File: config.mk
export PLATFORM = sky130hd
export DESIGN_NAME = frame_rate_meas_mbi
export DESIGN_NICKNAME = d
export VERILOG_FILES = /design/src/rtl/frame_rate_meas_mbi.sv
export SDC_FILE = /design/constraint.sdc
export NUM_CORES = 1
export LEC_CHECK = 0
export BUFFER_PORTS_ARGS = -buffer_cell sky130_fd_sc_hd__buf_2
export CAP_MARGIN = 5
export CORE_MARGIN = 2
export CORE_UTILIZATION = 63
export DETAILED_ROUTE_END_ITERATION = 12
export GPL_TIMING_DRIVEN = 0
export HOLD_SLACK_MARGIN = 0.1
export PLACE_DENSITY = 0.81
export SLEW_MARGIN = 20
export SYNTH_ARGS = -nofsm -noshare
export SYNTH_HDL_FRONTEND = slang
export SYNTH_SLANG_ARGS = --single-unit
export TNS_END_PERCENT = 50
File: constraint.sdc
create_clock -name clk -period 6.95 [get_ports clk]
set_clock_uncertainty 0.2 [all_clocks]
set_input_delay 0 -clock clk [delete_from_list [all_inputs] [get_ports clk]]
set_output_delay 0 -clock clk [all_outputs]
set_load 0.1 [all_outputs]
File: src/rtl/frame_rate_meas_mbi.sv
// frame_rate_meas_mbi
//   Measures the incoming vsync frame period in prescaled ticks (clk / DIV) and
//   checks that it stays stable from frame to frame. It supplies the output
//   timing generator with:
//     - the frame period;
//     - a 50/60 Hz decision;
//     - a frame toggle.
//   When vsync is absent it free-runs at FREERUN_CNT ticks, so the display
//   timing keeps going.
//
// Ports
//   clk        in   system clock (25 MHz nominal)
//   rst_n      in   asynchronous reset, active-low
//   vsync      in   frame start, asynchronous to clk, rising edge = new frame
//   fr_rate    out  frame period in ticks (FREERUN_CNT when not locked yet)
//   f50hz      out  1: 50 Hz source, 0: 60 Hz source
//   frame_alt  out  toggles once per frame event
//   sig_lock   out  stable measurement in use
//   no_sig     out  vsync absent, free-running
//
// Build option
//   FRAME_AVG_EN  when defined, fr_rate in lock is the mean of the last four
//                 qualified periods; otherwise it is the raw period.
module frame_rate_meas_mbi #(
    parameter int unsigned DIV         = 20,
    parameter int unsigned TOL         = 16,
    parameter int unsigned STABLE_N    = 3,
    parameter int unsigned MIN_P       = 16000,
    parameter int unsigned MAX_P       = 30000,
    parameter int unsigned F50_TH      = 22917,
    parameter int unsigned TIMEOUT     = 40000,
    parameter int unsigned FREERUN_CNT = 20833
) (
    input  logic        clk,
    input  logic        rst_n,
    input  logic        vsync,
    output logic [15:0] fr_rate,
    output logic        f50hz,
    output logic        frame_alt,
    output logic        sig_lock,
    output logic        no_sig
);

    localparam int unsigned PW = (DIV > 1) ? $clog2(DIV) : 1;
    localparam int unsigned SW = $clog2(STABLE_N + 1);

    typedef enum logic [1:0] {StNoSig, StAcq, StLock} state_e;

    state_e          state_q, state_d;
    logic            vs_meta_q, vs_sync_q, vs_dly_q;
    logic [PW-1:0]   presc_q, presc_d;
    logic [15:0]     pc_q, pc_d;
    logic [15:0]     prev_q, prev_d;
    logic            have_prev_q, have_prev_d;
    logic [SW-1:0]   stab_q, stab_d;
    logic [15:0]     fr_rate_q, fr_rate_d;
    logic            f50hz_q, f50hz_d;
    logic            frame_alt_q, frame_alt_d;

    logic            vs_rise;
    logic            tick;
    logic [15:0]     meas;
    logic            valid;
    logic            match;
    logic            qual;
    logic signed [16:0] diff;
    logic [16:0]     diff_mag;
    logic [15:0]     pc_inc;
    logic            timeout_hit;
    logic [15:0]     upd_rate;

    assign vs_rise  = vs_sync_q & ~vs_dly_q;
    assign tick     = (presc_q == PW'(DIV - 1));
    assign meas     = pc_q;
    assign valid    = (meas >= 16'(MIN_P)) && (meas <= 16'(MAX_P));
    assign diff     = signed'({1'b0, meas}) - signed'({1'b0, prev_q});
    assign diff_mag = diff[16] ? 17'(-diff) : 17'(diff);
    assign match    = have_prev_q && (diff_mag <= 17'(TOL));
    assign qual     = valid && match;
    assign pc_inc   = (pc_q == 16'hFFFF) ? pc_q : pc_q + 16'd1;
    // pc is about to reach TIMEOUT on this tick
    assign timeout_hit = ({1'b0, pc_q} + 17'd1) >= 17'(TIMEOUT);

`ifdef FRAME_AVG_EN
    logic [15:0] hist_q [3];
    logic [15:0] hist_d [3];
    logic [17:0] avg_sum;

    // Current period plus the three previous qualified ones
    assign avg_sum  = 18'(meas) + 18'(hist_q[0]) + 18'(hist_q[1]) + 18'(hist_q[2]);
    assign upd_rate = avg_sum[17:2];
`else
    assign upd_rate = meas;
`endif

    always_comb begin
        state_d     = state_q;
        presc_d     = tick ? '0 : presc_q + PW'(1);
        pc_d        = pc_q;
        prev_d      = prev_q;
        have_prev_d = have_prev_q;
        stab_d      = stab_q;
        fr_rate_d   = fr_rate_q;
        f50hz_d     = f50hz_q;
        frame_alt_d = frame_alt_q;
`ifdef FRAME_AVG_EN
        for (int i = 0; i < 3; i++) hist_d[i] = hist_q[i];
`endif

        if (vs_rise) begin
            // A tick in the same cycle is dropped; the edge wins over
            // timeout and free-run wrap.
            pc_d        = '0;
            frame_alt_d = ~frame_alt_q;
            unique case (state_q)
                StNoSig: begin
                    state_d     = StAcq;
                    have_prev_d = 1'b0;
                    stab_d      = '0;
                end
                StAcq: begin
                    prev_d      = meas;
                    have_prev_d = valid;
                    if (qual) begin
                        if (stab_q == SW'(STABLE_N - 1)) begin
                            state_d   = StLock;
                            stab_d    = '0;
                            fr_rate_d = meas;
                            f50hz_d   = (meas > 16'(F50_TH));
`ifdef FRAME_AVG_EN
                            for (int i = 0; i < 3; i++) hist_d[i] = meas;
`endif
                        end else begin
                            stab_d = stab_q + SW'(1);
                        end
                    end else begin
                        stab_d = '0;
                    end
                end
                StLock: begin
                    prev_d      = meas;
                    have_prev_d = valid;
                    if (qual) begin
                        fr_rate_d = upd_rate;
                        f50hz_d   = (upd_rate > 16'(F50_TH));
`ifdef FRAME_AVG_EN
                        hist_d[0] = meas;
                        hist_d[1] = hist_q[0];
                        hist_d[2] = hist_q[1];
`endif
                    end else begin
                        state_d = StAcq;
                        stab_d  = '0;
                    end
                end
                default: state_d = StNoSig;
            endcase
        end else if (tick) begin
            if (state_q == StNoSig) begin
                // Free-run wrap stands in for a frame edge
                if (pc_q >= 16'(FREERUN_CNT - 1)) begin
                    pc_d        = '0;
                    frame_alt_d = ~frame_alt_q;
                end else begin
                    pc_d = pc_inc;
                end
            end else if (timeout_hit) begin
                state_d   = StNoSig;
                pc_d      = '0;
                stab_d    = '0;
                fr_rate_d = 16'(FREERUN_CNT);
                f50hz_d   = 1'b0;
            end else begin
                pc_d = pc_inc;
            end
        end
    end

    always_ff @(posedge clk or negedge rst_n) begin
        if (!rst_n) begin
            state_q     <= StNoSig;
            vs_meta_q   <= 1'b0;
            vs_sync_q   <= 1'b0;
            vs_dly_q    <= 1'b0;
            presc_q     <= '0;
            pc_q        <= '0;
            prev_q      <= '0;
            have_prev_q <= 1'b0;
            stab_q      <= '0;
            fr_rate_q   <= 16'(FREERUN_CNT);
            f50hz_q     <= 1'b0;
            frame_alt_q <= 1'b0;
`ifdef FRAME_AVG_EN
            for (int i = 0; i < 3; i++) hist_q[i] <= '0;
`endif
        end else begin
            state_q     <= state_d;
            vs_meta_q   <= vsync;
            vs_sync_q   <= vs_meta_q;
            vs_dly_q    <= vs_sync_q;
            presc_q     <= presc_d;
            pc_q        <= pc_d;
            prev_q      <= prev_d;
            have_prev_q <= have_prev_d;
            stab_q      <= stab_d;
            fr_rate_q   <= fr_rate_d;
            f50hz_q     <= f50hz_d;
            frame_alt_q <= frame_alt_d;
`ifdef FRAME_AVG_EN
            for (int i = 0; i < 3; i++) hist_q[i] <= hist_d[i];
`endif
        end
    end

    assign fr_rate   = fr_rate_q;
    assign f50hz     = f50hz_q;
    assign frame_alt = frame_alt_q;
    assign sig_lock  = (state_q == StLock);
    assign no_sig    = (state_q == StNoSig);

endmodule

## Word-level counts from Yosys, hierarchy flattened

Index checks and enable logic that the tools add are counted.

| operators by class | value |
|---|---|
| multiplexer cells | 42 |
| shift-type cells | 0 |
| magnitude comparators | 6 |
| equality and inequality tests | 12 |
| multipliers | 0 |
| add/sub/neg operators | 6 |
| reductions and logical operators | 16 |
| bitwise operators | 3 |
| divide/modulo/power cells | 0 |

Operators with widths:

| kind | number |
|---|---|
| 2-to-1 mux 16 bit | 13 |
| case mux 16 bit (2 select lines) | 1 |
| 2-to-1 mux 2 bit | 11 |
| adder 16 x 1 -> 17 bit (second input constant) | 1 |
| greater-or-equal comparator 17 x 16 -> 1 bit (second input constant) | 1 |
| <= comparator 17 x 5 -> 1 bit (second input constant) | 1 |
| 2-to-1 mux 17 bit | 1 |
| negator 17 bit | 1 |
| subtractor 16 x 16 -> 17 bit | 1 |
| adder 16 x 1 -> 16 bit (second input constant) | 1 |
| == test 16 bit (second input constant) | 1 |
| greater-or-equal comparator 16 x 14 -> 1 bit (second input constant) | 1 |
| greater-or-equal comparator 16 x 15 -> 1 bit (second input constant) | 1 |
| > comparator 16 x 15 -> 1 bit (second input constant) | 1 |
| <= comparator 16 x 15 -> 1 bit (second input constant) | 1 |
| case mux 2 bit (3 select lines) | 2 |
| 2-to-1 mux 1 bit | 11 |
| nonzero test 2 bit | 5 |
| inequality test 3 bit (second input constant) | 3 |
| AND reduction 7 bit | 1 |
| inequality test 3 x 2 -> 1 bit (second input constant) | 2 |
| AND reduction 6 bit | 1 |
| adder 5 x 1 -> 5 bit (second input constant) | 1 |
| == test 5 bit (second input constant) | 1 |
| other kinds (15) | 21 |

| word-level totals | value |
|---|---|
| bits in writable memories | 0 |
| ROM bits | 0 |
| output and inout port bits | 20 |
| memories kept | 0 |
| register bits after elaboration | 63 |
| latch bits | 0 |
| input bits | 3 |
| logic and storage cells | 97 |

## Depth between registers and ports, before layout

| depth | value |
|---|---|
| depth after elaboration | 9 |
| gate-level depth with buffers | 16 |
| mapped depth without buffers | 14 |

## Worst setup path after synthesis

OpenSTA, ideal clock, no wires.

| path | value |
|---|---|
| kind | register to register |
| from | reg pc_q[0] (netlist: meas[0]) |
| to | reg fr_rate_q[6] (netlist: fr_rate[6]) |
| setup slack | 2725 ps |
| arrival time | 3950 ps |
| buffers on the path | 1 |
| stages on the path, launching flop included | 16 |
| period minus slack after synthesis | 4225 ps |
| cells stage by stage | dfrtp_1 inv_1 ha_1 fa_1 nand2b_1 a21bo_2 nand2b_1 xor2_1 nor4_2 or3b_1 or3_4 nor3_4 o211ai_2 nor3_4 buf_6 mux2i_1 |

| between the ends | value |
|---|---|
| longest elaborated chain between the ends | 8 |
| elaborated cells on any way between the ends | 15 |
| classes of those cells | 3 x add/sub; 4 x order compare; 2 x eq/ne; 1 x mux; 5 x reduce/logical |

Ends and longest elaborated chain:

| element | line | RTL |
|---|---|---|
| start: declaration | 52 | `logic [15:0] pc_q, pc_d;` |
| start signal: assignment | 202 | `pc_q <= pc_d;` |
| subtractor 16 x 16 -> 17 bit | 76 | `assign diff = signed'({1'b0, meas}) - signed'({1'b0, prev_q});` |
| negator 17 bit | 77 | `assign diff_mag = diff[16] ? 17'(-diff) : 17'(diff);` |
| 2-to-1 mux 17 bit | 77 |  |
| <= comparator 17 x 5 -> 1 bit | 78 | `assign match = have_prev_q && (diff_mag <= 17'(TOL));` |
| logical AND 1 bit | 78 |  |
| logical AND 1 bit | 79 | `assign qual = valid && match;` |
| inequality test 3 x 2 -> 1 bit (no source line) / inequality test 3 bit (equally long branches) | - |  |
| AND reduction 7 bit (no source line) * | - |  |
| end signal: assignment | 190 | `fr_rate_q <= 16'(FREERUN_CNT);` |
| end signal: assignment | 206 | `fr_rate_q <= fr_rate_d;` |
| end: declaration | 56 | `logic [15:0] fr_rate_q, fr_rate_d;` |

Mark *: on every way between the ends. The rest lies on a longest branch, timed or not.
A chain may end at the register's enable or synchronous reset.

## Worst setup path after layout

Ends and elaborated chain as after synthesis.

==> metrics <==
outcome finished, final reports clean; Cell Chain, Critical Path inv_1 > ha_1 > fa_1 > nand2b_1 > a21boi_0 > o21ai_0 > a311o_1 > nor4b_1 > a21o_1 > a22oi_1 > a2111oi_2 > o211ai_2 > nor3_4 > buf_6 > mux2i_1; GRT overflow 0; Syn Area/Cell about 8.7 sq um; startpoint types register; routability cong. just over 0.9; CTS Sinks 63; post-synthesis async set-or-reset flop share 100.0%; Hold Violations, Final 0; Core ar. roughly 7200 sq um; sequential area share after synthesis 34.16%; clk_lat worst skew ~0.34 ns; CP Data Required Time 7.02 ns; Slew @ Worst Pin ~0.76 ns; Crit path arrival time about 5.2 ns; met1 Track Usage GR a little over a third; fmax roughly 200 MHz; DR vias around 4,200; Die Wd approximately 90 microns; hpwl dp between 8000 and 9000 microns; CP delay by family, top compound AO/OA/AOI/OAI gates; Layout Area Growth over Synthesis 9.525%; crit-path max FO 10; largest net degree at the start of global routing 64; number of unique standard cell types used by synthesis 74; TritonCTS clock tree done; row count 31; io pins 23; input/output buffers 22; reg2reg end fr_rate[6]$_DFFE_PN1P_; dominant synthesized flop cell dfrtp_1; Fin Setup TNS 0 ns; DR DRC count 0; Starting Density approximately 65%; Core Util, Final 70.78%; hold_buf cts 3; CP max stage delay 0.54 ns; Reg-to-Reg Start meas[0]$_DFFE_PN0N_; Post-DRT Antenna Nets 0; first-pass GRT wire length 18,860 microns; number of global-route vias before repair slightly above 4,000; Syn Nets ~560; # H-tree levels 3; Root Driver clkbuf_8; Clock Tree Buf Depth 2; ant diodes 0; Hold Crit Class in -> async; Post-synth EDFFs 0; post-CTS sizing 0; Cell Area, Synth around 4600 sq um; Power Density between 200 and 300 nW/um^2; Max VDD drop between 0.00015 and 0.0002 V; DRT Wirelength between 10,000 and 15,000 microns; setup slack, reg-to-reg approximately 1.8 ns; RSZ-0062 raised after global routing no; fin nets between 500 and 600; met3 Resource Use GR 4.191%; Tmin final about 5.1 ns; Ys Warns 0; Post-Synthesis Cells about 530; Lkg Pwr 2.274 nW; crit end category register; initial antenna violation count 0; Slew Viols, Final 0; Post-CTS Setup Repair Bufs 0; Total GRT Usage between 20% and 30%; worst path bufs/invs 2; DR iter-0 viols approximately 180; clk slew on worst S/H paths approximately 0.070 ns; slowest CP cell nor3_4; layout cells sized above 1 a little over an eighth; chip height between 80 and 90 microns; Setup violations, final 0; commonest cells after routing, fill and taps aside nand2_1 (57), dfrtp_1 (57), a21oi_1 (40), o21ai_0 (38), inv_1 (33); DR pass1 iterations 5; WL per Instance 16.19 microns; Tcrit/Tclk final between 70% and 80%; FILL cells between 500 and 600; worst hold margin between 0.07 and 0.08 ns; die area approximately 8100 sq um; FF-to-FF path depth 15; FF+latch count, synth between 60 and 70; TritonCTS Buffers 9; busiest grt layer met2; Via density 6.168; Slew headroom a little under 50%; Setup CP Type reg -> reg; met2 Resource Use GR between 40 and 50%; number of max-cap violations 0
## metrics by stage
| step | power (mW) | cell area [sq um] | instances | worst slack (ns) |
|---|---|---|---|---|
| 4_1_cts | 1.278 | 5079 | 673 | 1.848 |
| 6_report | 1.279 | 5079 | 673 | 1.831 |
| 3_5_place_dp | 0.9922 | 4873 | 654 | 1.888 |
| 3_3_place_gp | 0.9787 | 4871 | 654 | 2.013 |
| 5_1_grt | 1.360 | 5079 | 673 | 1.515 |
| 2_1_floorplan | 0.8837 | 4637 | 533 | 2.725 |
## final cells by class
type                            instances  area, sq um  share of cell area (%)
Clock inverter                          5        33.78                  0.6652
Inverter                               33        123.9                   2.439
Clock buffer                           11        141.4                   2.784
Timing Repair Buffer                   25        142.6                   2.809
Multi-Input combinational cell        411         2823                   55.58
Sequential cell                        63         1584                   31.19
Buffer                                 26        106.4                   2.094
Tap cell                               99        123.9                   2.439
## synth_stat cells (13+ instances only)
master,n,share of area (%)
a21oi_1,40,4.3
clkbuf_1,23,1.9
dfrtp_1,57,31
ha_1,26,7.0
inv_1,33,2.7
mux2_2,16,3.9
mux2i_1,20,4.3
nand2_1,57,4.6
nand3_1,21,2.3
nor2_1,30,2.4
nor3_1,13,1.4
o21ai_0,38,4.1
## power by group
group | switching, mW | total, mW | internal, mW
clock network | 0.148 | 0.286 | 0.138
registers | 0.0114 | 0.391 | 0.379
logic | 0.386 | 0.602 | 0.216
## worst register-to-register path: stages, from the launching register on
cell and delay, ns:
dfrtp_1 0.42, inv_1 0.18, ha_1 0.26, fa_1 0.40, nand2b_1 0.19, a21boi_0 0.23, o21ai_0 0.17, a311o_1 0.46
nor4b_1 0.47, a21o_1 0.19, a22oi_1 0.07, a2111oi_2 0.53, o211ai_2 0.26, nor3_4 0.54, buf_6 0.25, mux2i_1 0.23
## registers in the layout, indices dropped and copies added, names as in the netlist, 2 cells and up
signal,cells
state_q,2
meas,16
prev_q,16
fr_rate,16
stab_q,2
presc_q,5
## worst max-delay path by stage
| stage | end | startpoint | depth (start not counted) | slack [ns] |
|---|---|---|---|---|
| 4_1_cts | fr_rate[6]$_DFFE_PN1P_ | meas[0]$_DFFE_PN0N_ | 15 | 1.85 |
| 6_report | fr_rate[6]$_DFFE_PN1P_ | meas[0]$_DFFE_PN0N_ | 15 | 1.83 |
| 3_5_place_dp | fr_rate[6]$_DFFE_PN1P_ | meas[0]$_DFFE_PN0N_ | 15 | 1.89 |
| 3_3_place_gp | fr_rate[6]$_DFFE_PN1P_ | meas[0]$_DFFE_PN0N_ | 16 | 2.01 |
| 5_1_grt | fr_rate[9]$_DFFE_PN0P_ | meas[0]$_DFFE_PN0N_ | 16 | 1.52 |
| 2_1_floorplan | fr_rate[6]$_DFFE_PN1P_ | meas[0]$_DFFE_PN0N_ | 15 | 2.72 |
## logic make-up (layout without fill, tap and decap cells)
family	Yosys count	count (layout)	share of synthesized area [%]
fa+ha+maj	27	27	7.447
simple gates	174	174	18.97
compound gates	156	156	22.80
flops	63	63	34.16
mux	37	37	8.446
buf+inv	59	100	4.965
xor+xnor	17	17	3.211
## per-layer routing
| metal | vias up | wire length [microns] |
|---|---|---|
| met1 | 1963 | 4811 |
| li1 | 2008 | - |
| met3 | 33 | 528 |
| met2 | 147 | 5257 |
| met5 | - | 0 |
| met4 | 0 | 299 |
Power figures use the tool's default switching activity.
